$ cat src/rtl/apb4_eg_reg_arbiter_if.sv
// Bus bundle between two requesters, the arbiter and a register block.
// The slave modport is the arbiter's view; the master modport is the requester/register-block side.
interface apb4_eg_reg_arbiter_if #(
    parameter int unsigned ADDRWIDTH = 12
) ();
    logic [1:0]             req;
    logic [1:0]             req_we;
    logic [2*ADDRWIDTH-1:0] req_addr;
    logic [7:0]             req_strb;
    logic [63:0]            req_wdata;
    logic [1:0]             ack;
    logic [31:0]            req_rdata;
    logic                   busy;
    logic [ADDRWIDTH-1:0]   addr;
    logic                   read_en;
    logic                   write_en;
    logic [3:0]             byte_strobe;
    logic [31:0]            wdata;
    logic [31:0]            rdata;

    modport slave (
        input  req, req_we, req_addr, req_strb, req_wdata, rdata,
        output ack, req_rdata, busy, addr, read_en, write_en, byte_strobe, wdata
    );

    modport master (
        output req, req_we, req_addr, req_strb, req_wdata, rdata,
        input  ack, req_rdata, busy, addr, read_en, write_en, byte_strobe, wdata
    );
endinterface

$ cat src/rtl/apb4_eg_reg_arbiter.sv
// Two-requester arbiter driving a register block through an IDLE/SETUP/ACCESS/DONE sequence.
// Define APB4_EG_ARB_FIXED_PRIO_EN to replace round-robin with fixed priority to requester 0.
module apb4_eg_reg_arbiter #(
    parameter int unsigned ADDRWIDTH = 12
) (
    input logic                  pclk,
    input logic                  presetn,
    apb4_eg_reg_arbiter_if.slave bus
);

    typedef enum logic [1:0] {
        StIdle,
        StSetup,
        StAccess,
        StDone
    } state_e;

    state_e                 state_q, state_d;
    logic                   we_q, we_d;
    logic [ADDRWIDTH-1:0]   addr_q, addr_d;
    logic [3:0]             strb_q, strb_d;
    logic [31:0]            wdata_q, wdata_d;
    logic                   grant_q, grant_d;
    logic                   last_q, last_d;
    logic [31:0]            rdata_q, rdata_d;
    logic                   winner;

    always_comb begin
        winner = 1'b0;
        case (bus.req)
            2'b10:   winner = 1'b1;
            2'b11: begin
`ifdef APB4_EG_ARB_FIXED_PRIO_EN
                winner = 1'b0;
`else
                // Favour whoever did not win the previous grant.
                winner = ~last_q;
`endif
            end
            default: winner = 1'b0;
        endcase
    end

    always_comb begin
        state_d = state_q;
        we_d    = we_q;
        addr_d  = addr_q;
        strb_d  = strb_q;
        wdata_d = wdata_q;
        grant_d = grant_q;
        last_d  = last_q;
        rdata_d = rdata_q;
        unique case (state_q)
            StIdle: begin
                if (|bus.req) begin
                    state_d = StSetup;
                    grant_d = winner;
                    last_d  = winner;
                    we_d    = bus.req_we[winner];
                    addr_d  = winner ? bus.req_addr[ADDRWIDTH +: ADDRWIDTH]
                                     : bus.req_addr[0 +: ADDRWIDTH];
                    strb_d  = winner ? bus.req_strb[7:4] : bus.req_strb[3:0];
                    wdata_d = winner ? bus.req_wdata[63:32] : bus.req_wdata[31:0];
                end
            end
            StSetup: state_d = StAccess;
            StAccess: begin
                state_d = StDone;
                if (!we_q) begin
                    rdata_d = bus.rdata;
                end
            end
            StDone:  state_d = StIdle;
            default: state_d = StIdle;
        endcase
    end

    always_ff @(posedge pclk or negedge presetn) begin
        if (!presetn) begin
            state_q <= StIdle;
            we_q    <= 1'b0;
            addr_q  <= '0;
            strb_q  <= '0;
            wdata_q <= '0;
            grant_q <= 1'b0;
            last_q  <= 1'b1;
            rdata_q <= '0;
        end else begin
            state_q <= state_d;
            we_q    <= we_d;
            addr_q  <= addr_d;
            strb_q  <= strb_d;
            wdata_q <= wdata_d;
            grant_q <= grant_d;
            last_q  <= last_d;
            rdata_q <= rdata_d;
        end
    end

    // Outputs decode from the registered state so reset clears them asynchronously.
    always_comb begin
        bus.ack         = 2'b00;
        bus.read_en     = 1'b0;
        bus.write_en    = 1'b0;
        bus.addr        = '0;
        bus.byte_strobe = 4'b0000;
        bus.wdata       = '0;
        bus.busy        = (state_q != StIdle);
        unique case (state_q)
            StSetup: begin
                bus.addr        = addr_q;
                bus.wdata       = wdata_q;
                bus.byte_strobe = we_q ? strb_q : 4'b0000;
            end
            StAccess: begin
                bus.addr        = addr_q;
                bus.wdata       = wdata_q;
                bus.byte_strobe = we_q ? strb_q : 4'b0000;
                bus.read_en     = ~we_q;
                bus.write_en    = we_q;
            end
            StDone:  bus.ack = grant_q ? 2'b10 : 2'b01;
            default: ;
        endcase
    end

    assign bus.req_rdata = rdata_q;

    ack_onehot_a: assert property (@(posedge pclk) disable iff (!presetn) $onehot0(bus.ack));
    en_excl_a: assert property (@(posedge pclk) disable iff (!presetn)
                                !(bus.read_en && bus.write_en));

endmodule

$ cat src/flat_wrapper.sv
// flat-port wrapper written by rule: the top's interface ports become plain ports
module apb4_eg_reg_arbiter_flat 
#(
    parameter int unsigned ADDRWIDTH = 12
)
  (pclk, presetn, bus_req, bus_req_we, bus_req_addr, bus_req_strb, bus_req_wdata, bus_rdata, bus_ack, bus_req_rdata, bus_busy, bus_addr, bus_read_en, bus_write_en, bus_byte_strobe, bus_wdata);
  apb4_eg_reg_arbiter_if #(.ADDRWIDTH(ADDRWIDTH)) bus_i ();
  input logic pclk;
  input logic presetn;
  input wire logic [$bits(bus_i.req)-1:0] bus_req;
  input wire logic [$bits(bus_i.req_we)-1:0] bus_req_we;
  input wire logic [$bits(bus_i.req_addr)-1:0] bus_req_addr;
  input wire logic [$bits(bus_i.req_strb)-1:0] bus_req_strb;
  input wire logic [$bits(bus_i.req_wdata)-1:0] bus_req_wdata;
  input wire logic [$bits(bus_i.rdata)-1:0] bus_rdata;
  output wire logic [$bits(bus_i.ack)-1:0] bus_ack;
  output wire logic [$bits(bus_i.req_rdata)-1:0] bus_req_rdata;
  output wire logic [$bits(bus_i.busy)-1:0] bus_busy;
  output wire logic [$bits(bus_i.addr)-1:0] bus_addr;
  output wire logic [$bits(bus_i.read_en)-1:0] bus_read_en;
  output wire logic [$bits(bus_i.write_en)-1:0] bus_write_en;
  output wire logic [$bits(bus_i.byte_strobe)-1:0] bus_byte_strobe;
  output wire logic [$bits(bus_i.wdata)-1:0] bus_wdata;
  assign bus_i.req = bus_req;
  assign bus_i.req_we = bus_req_we;
  assign bus_i.req_addr = bus_req_addr;
  assign bus_i.req_strb = bus_req_strb;
  assign bus_i.req_wdata = bus_req_wdata;
  assign bus_i.rdata = bus_rdata;
  assign bus_ack = bus_i.ack;
  assign bus_req_rdata = bus_i.req_rdata;
  assign bus_busy = bus_i.busy;
  assign bus_addr = bus_i.addr;
  assign bus_read_en = bus_i.read_en;
  assign bus_write_en = bus_i.write_en;
  assign bus_byte_strobe = bus_i.byte_strobe;
  assign bus_wdata = bus_i.wdata;
  apb4_eg_reg_arbiter #(.ADDRWIDTH(ADDRWIDTH)) u_core (.pclk(pclk), .presetn(presetn), .bus(bus_i));
endmodule
$ cat config.mk
export PLATFORM = sky130hd
export DESIGN_NAME = apb4_eg_reg_arbiter_flat
export DESIGN_NICKNAME = d
export VERILOG_FILES = /design/src/rtl/apb4_eg_reg_arbiter_if.sv /design/src/rtl/apb4_eg_reg_arbiter.sv /design/src/flat_wrapper.sv
export SDC_FILE = /design/constraint.sdc
export NUM_CORES = 1
export LEC_CHECK = 0
export CORE_MARGIN = 3
export CORE_UTILIZATION = 40
export CTS_BUF_LIST = sky130_fd_sc_hd__clkbuf_4 sky130_fd_sc_hd__clkbuf_8
export CTS_CLUSTER_SIZE = 10
export DETAILED_ROUTE_END_ITERATION = 10
export PLACE_DENSITY = 0.78
export SETUP_SLACK_MARGIN = 0.4
export SLEW_MARGIN = 25
export SYNTH_ARGS = -nofsm -noshare
export SYNTH_HDL_FRONTEND = slang
export SYNTH_SLANG_ARGS = --single-unit
$ cat constraint.sdc
create_clock -name pclk -period 2 [get_ports pclk]
set_clock_uncertainty 0.05 [all_clocks]
set_input_delay 0.3 -clock pclk [delete_from_list [all_inputs] [get_ports pclk]]
set_output_delay 0.3 -clock pclk [all_outputs]
set_load 0.05 [all_outputs]
# After elaboration in Yosys (flattened, before gate mapping)
# Index checks and enable logic that the tools add are counted.
# Widths: inputs -> output; s select.
[totals]
memories = 0
romBits = 0
ram_bits = 0
in_bits = 134
wordCells = 39
latch_bits = 0
ff_bits = 85
[op_classes]
n_addsub = 0
div = 0
eq_ne = 6
shift = 0
n_lt_le_gt_ge = 1
multipliers = 0
bitwise_logic = 2
muxes = 16
n_reduce_logical = 6
[op_table]
columns = ["op", "n"]
rows = [
  ["$mux 32", 2],
  ["$mux 12", 2],
  ["$mux 4", 3],
  ["$eq 2x2->1 const B", 4],
  ["$pmux 2 s4", 1],
  ["$mux 2", 3],
  ["$mux 1", 4],
  ["$reduce_and 2->1", 2],
  ["$reduce_or 2->1", 2],
  ["$eq 2x1->1 const B", 1],
  ["$logic_not 2->1", 1],
  ["$lt 1x2->1 const B", 1],
  ["$ne 2x1->1 const B", 1],
  ["$not 1->1", 2],
  ["$pmux 1 s2", 1],
  ["$reduce_bool 2->1", 1],
]

# Longest topological paths before layout
[depth]
ltp_word = 4
mapped_depth = 7
ltp_nobuf = 5

# Least setup slack after synthesis
# No wires, ideal clock.
[synth_timing]
kind = "register to output"
start = "register u_core.state_q[1]"
end = "output port bus_wdata[21]"
t_required_ps = 1650
path_stages_with_launch = 6
arrival_ps = 1585
path_buffers = 2
path_slack_ps = 65
path_cell_list = "dfrtp_1 -> inv_1 -> ha_1 -> clkbuf_1 -> clkbuf_1 -> and2_1"
[synth_between]
elab_chain_len = 3
[synth_lines]
columns = ["item", "line", "text"]
rows = [
  ["start: declaration", "apb4_eg_reg_arbiter.sv:18", "state_e state_q, state_d;"],
  ["start signal: assignment", "apb4_eg_reg_arbiter.sv:80", "state_q <= StIdle;"],
  ["start signal: assignment", "apb4_eg_reg_arbiter.sv:89", "state_q <= state_d;"],
  ["$eq 2x1->1 / $eq 2x2->1 (equally long branches)", "apb4_eg_reg_arbiter.sv:109", "unique case (state_q)"],
  ["$reduce_or 2->1 (no source line) (*)", "-", ""],
  ["$mux 32 (*)", "apb4_eg_reg_arbiter.sv:109", ""],
  ["end: declaration", "flat_wrapper.sv:23", "output wire logic [$bits(bus_i.wdata)-1:0] bus_wdata;"],
]
# Every way passes the cells marked *; elsewhere a longest branch is shown, timed or not.

# Worst setup path in the final report
[layout_timing]
start = "register u_core.state_q[1]"
end = "output port bus_wdata[20]"
# The elaborated chain is that of the path after synthesis.

==> impl_metrics.yaml <==
drt:
  final_antenna_net_count: 0
  dr.pass1.iters: 4
  drc: 0
  viasPerCell: 5.14
  drt_first_iter_violations: 190
  wl_per_cell_um: 19.7
  totalWireLength_um: 15400
  vias: 4025
timing:
  timing.fmax_mhz: 495
  fin_hold_ws_ns: 0.416
  fin_ws_ns: -0.0213
  drv_slew: 0
  rsz0062_at_grt: "yes"
  worst_slew_pin_slew_ns: 0.502
  finalCritPeriodShare: 1.01
  max-slew-margin-rel: 0.665
  hold_viol_final: 0
  period_needed_ns: 2.02
  setup_viol_count_final: 16
die:
  coreArea_mm2: 0.00950
  die_width_um: 106
  start_util: 0.421
  std_cell_rows: 35
  io-pin-count: 219
  die_area_mm2: 0.0112
  die_y_um: 106
global_route:
  grt_pass1_wl_um: 22400
  antenna_found_initial: 0
  first_global_vias: 4161
  grt_max_degree: 42
  grt.total_usage: 0.255
  grt_overflow: 0
synthesis:
  ys_ff_latch: 85
  synth_compound_area_frac: 0.146
  netlist.area_leader.share: 0.525
  yosysWarnings: 0
  ys_seq_area_frac: 0.531
  synth.area.top_cells: "dfrtp_1, a21oi_1, mux2_1, and2_1, nand2_1"
  synth_mux_area_frac: 0.0928
  synthesis.nets: 552
  synth_top_family_by_area: "simple AND/OR/NAND/NOR gates"
  yosys.area_share.xor_xnor: 0
  synth-simple-area-share: 0.177
  synth_cell_type_count: 24
  synth.avg_cell_area_um2: 9.67
  synthAdderAreaFrac: 0.0125
  synth_cells: 414
  yosysTopAreaCell: "dfrtp_1"
  netlist_area_mm2: 0.00401
finish:
  final_area_mm2: 0.00766
  post-route-util: 0.806
  area_growth_pct: 91.3
  layout_commonest_cell: "clkdlybuf4s50_1"
  antenna_cells: 0
  drive_above_1_share: 0.358
  num-nets-final: 787
  final_cell_count_no_fill: 783
  final_cell_mix: "clkdlybuf4s50_1, a21oi_1, dfrtp_1"
clocking:
  clk_root_buffer_cell: "clkbuf_8"
  clockBufferDepth: 2
  cts.sinks: 85
  h-tree-depth: 3
  cts_buffers: 9
  clk_latency_ns: 0.36
  cts_tree: "built"
  clk_pin_slew_worst_paths_ns: 0.09
critical_path:
  crit_required_ns: 1.65
  endpoint: "bus_wdata[20]"
  crit_start: "u_core.state_q[1]"
  timing.rr.end: "u_core.bus.req_rdata[25]"
  r2r-start: "u_core.state_q[1]"
  critPathLaunchType: "flop"
  rr_worst_depth: 8
  criticalPathCategory: "reg2out"
  worstPathArrival_ns: 1.67
  crit_fanout: 13
  rrSetupSlack_ns: 0.13
  end_kind: "output pin"
job:
  drv_cap: 0
placed_design:
  post_dp_cell_area_mm2: 0.00697
  gp_congestion: 0.801
  dp_hpwl_um: 9680
  io_buffer_count: 218
  dp.cells: 742
outcome:
  violations: "setup timing"
  status: "complete, but fails checks"
hold_path:
  hold_path_class: "in2async"
sequential cells by signal, summed over array words and instances (netlist names):
signal / count
u_core.we_q: 1
u_core.grant_q: 1
u_core.strb_q: 4
u_core.addr_q: 12
u_core.wdata_q: 32
u_core.last_q: 1
u_core.bus.req_rdata: 32
u_core.state_q: 2
metrics by stage:
stage	worst slack [ns]	setup TNS [ns]
floorplan	0.353	0
global placement	0.168	0
detailed placement	0.0768	0
CTS	0.0125	0
global route	-0.0532	-1.30
finish	-0.0213	-0.127
critical path: stages, from the launching register on:
cell and delay (ns):
dfrtp_1 0.39, inv_2 0.07, ha_4 0.37, buf_12 0.17, and2_2 0.18, buf_12 0.14
kinds of logic (layout without fill, tap and decap cells):
kind of cell / after synthesis / after routing
and+or+nand+nor: 153 / 153
AOI/OAI and AO/OA: 106 / 106
DFF: 85 / 85
muxes: 33 / 33
buffers and inverters: 33 / 273
adders and majority gates: 4 / 4
metal layers:
| layer | vias to the layer above | global-route usage | part of all wire |
|---|---|---|---|
| met5 | - | 0 | 0 |
| met2 | 191 | 0.459 | 0.52 |
| met3 | 21 | 0.0631 | 0.083 |
| li1 | 1844 | - | - |
| met4 | 0 | 0.0685 | 0.017 |
| met1 | 1969 | 0.304 | 0.38 |
worst min-delay path by stage:
stage / start / to / slack (ns) / cells after the start
after floorplan: presetn / u_core.addr_q[0] / -0.05 / 0
after detailed placement: presetn / u_core.wdata_q[24] / 0.25 / 1
after CTS: presetn / u_core.strb_q[2] / 0.41 / 2
after global routing: bus_req_strb[0] / u_core.strb_q[0] / 0.42 / 3
final: presetn / u_core.wdata_q[23] / 0.42 / 2
after global placement: presetn / u_core.wdata_q[23] / 0.24 / 1
repair_timing:
| action | in CTS | in global routing |
|---|---|---|
| setup endpoints to repair | 164 | 165 |
| cloned | 4 | 1 |
| gates resized for setup | 98 | 77 |
| pin swaps | 1 | 2 |
| endpoints found under the hold margin | 33 | 0 |
| buffers inserted | 15 | 4 |
| hold buffers | 1 | 0 |
area by class of cell:
class                   instances  area (µm²)
repair buffers                254        3090
flip-flops and latches         85        2130
multi-input cells             296        2040
fillers                       597        1840
well taps                     129         161
clock buffers                   9         124
clock inverters                 7         104
inverters                       3        11.3
cells in the mapped netlist:
cell	number
nand2_1	50
buf_2	16
nor3b_1	1
nor3_1	1
o21a_1	1
nor2b_1	2
inv_1	3
mux2_1	30
clkbuf_1	11
nor2_1	49
o21ai_1	2
a21oi_1	90
mux2_2	3
a21bo_1	1
a21oi_2	10
buf_8	1
ha_1	4
a31oi_1	1
buf_4	2
dfstp_2	1
and2_1	46
and3_1	4
dfrtp_1	84
a21boi_2	1
Power is not shown: default switching activity piles up to over one toggle a cycle in this logic, so the estimate is an artifact.
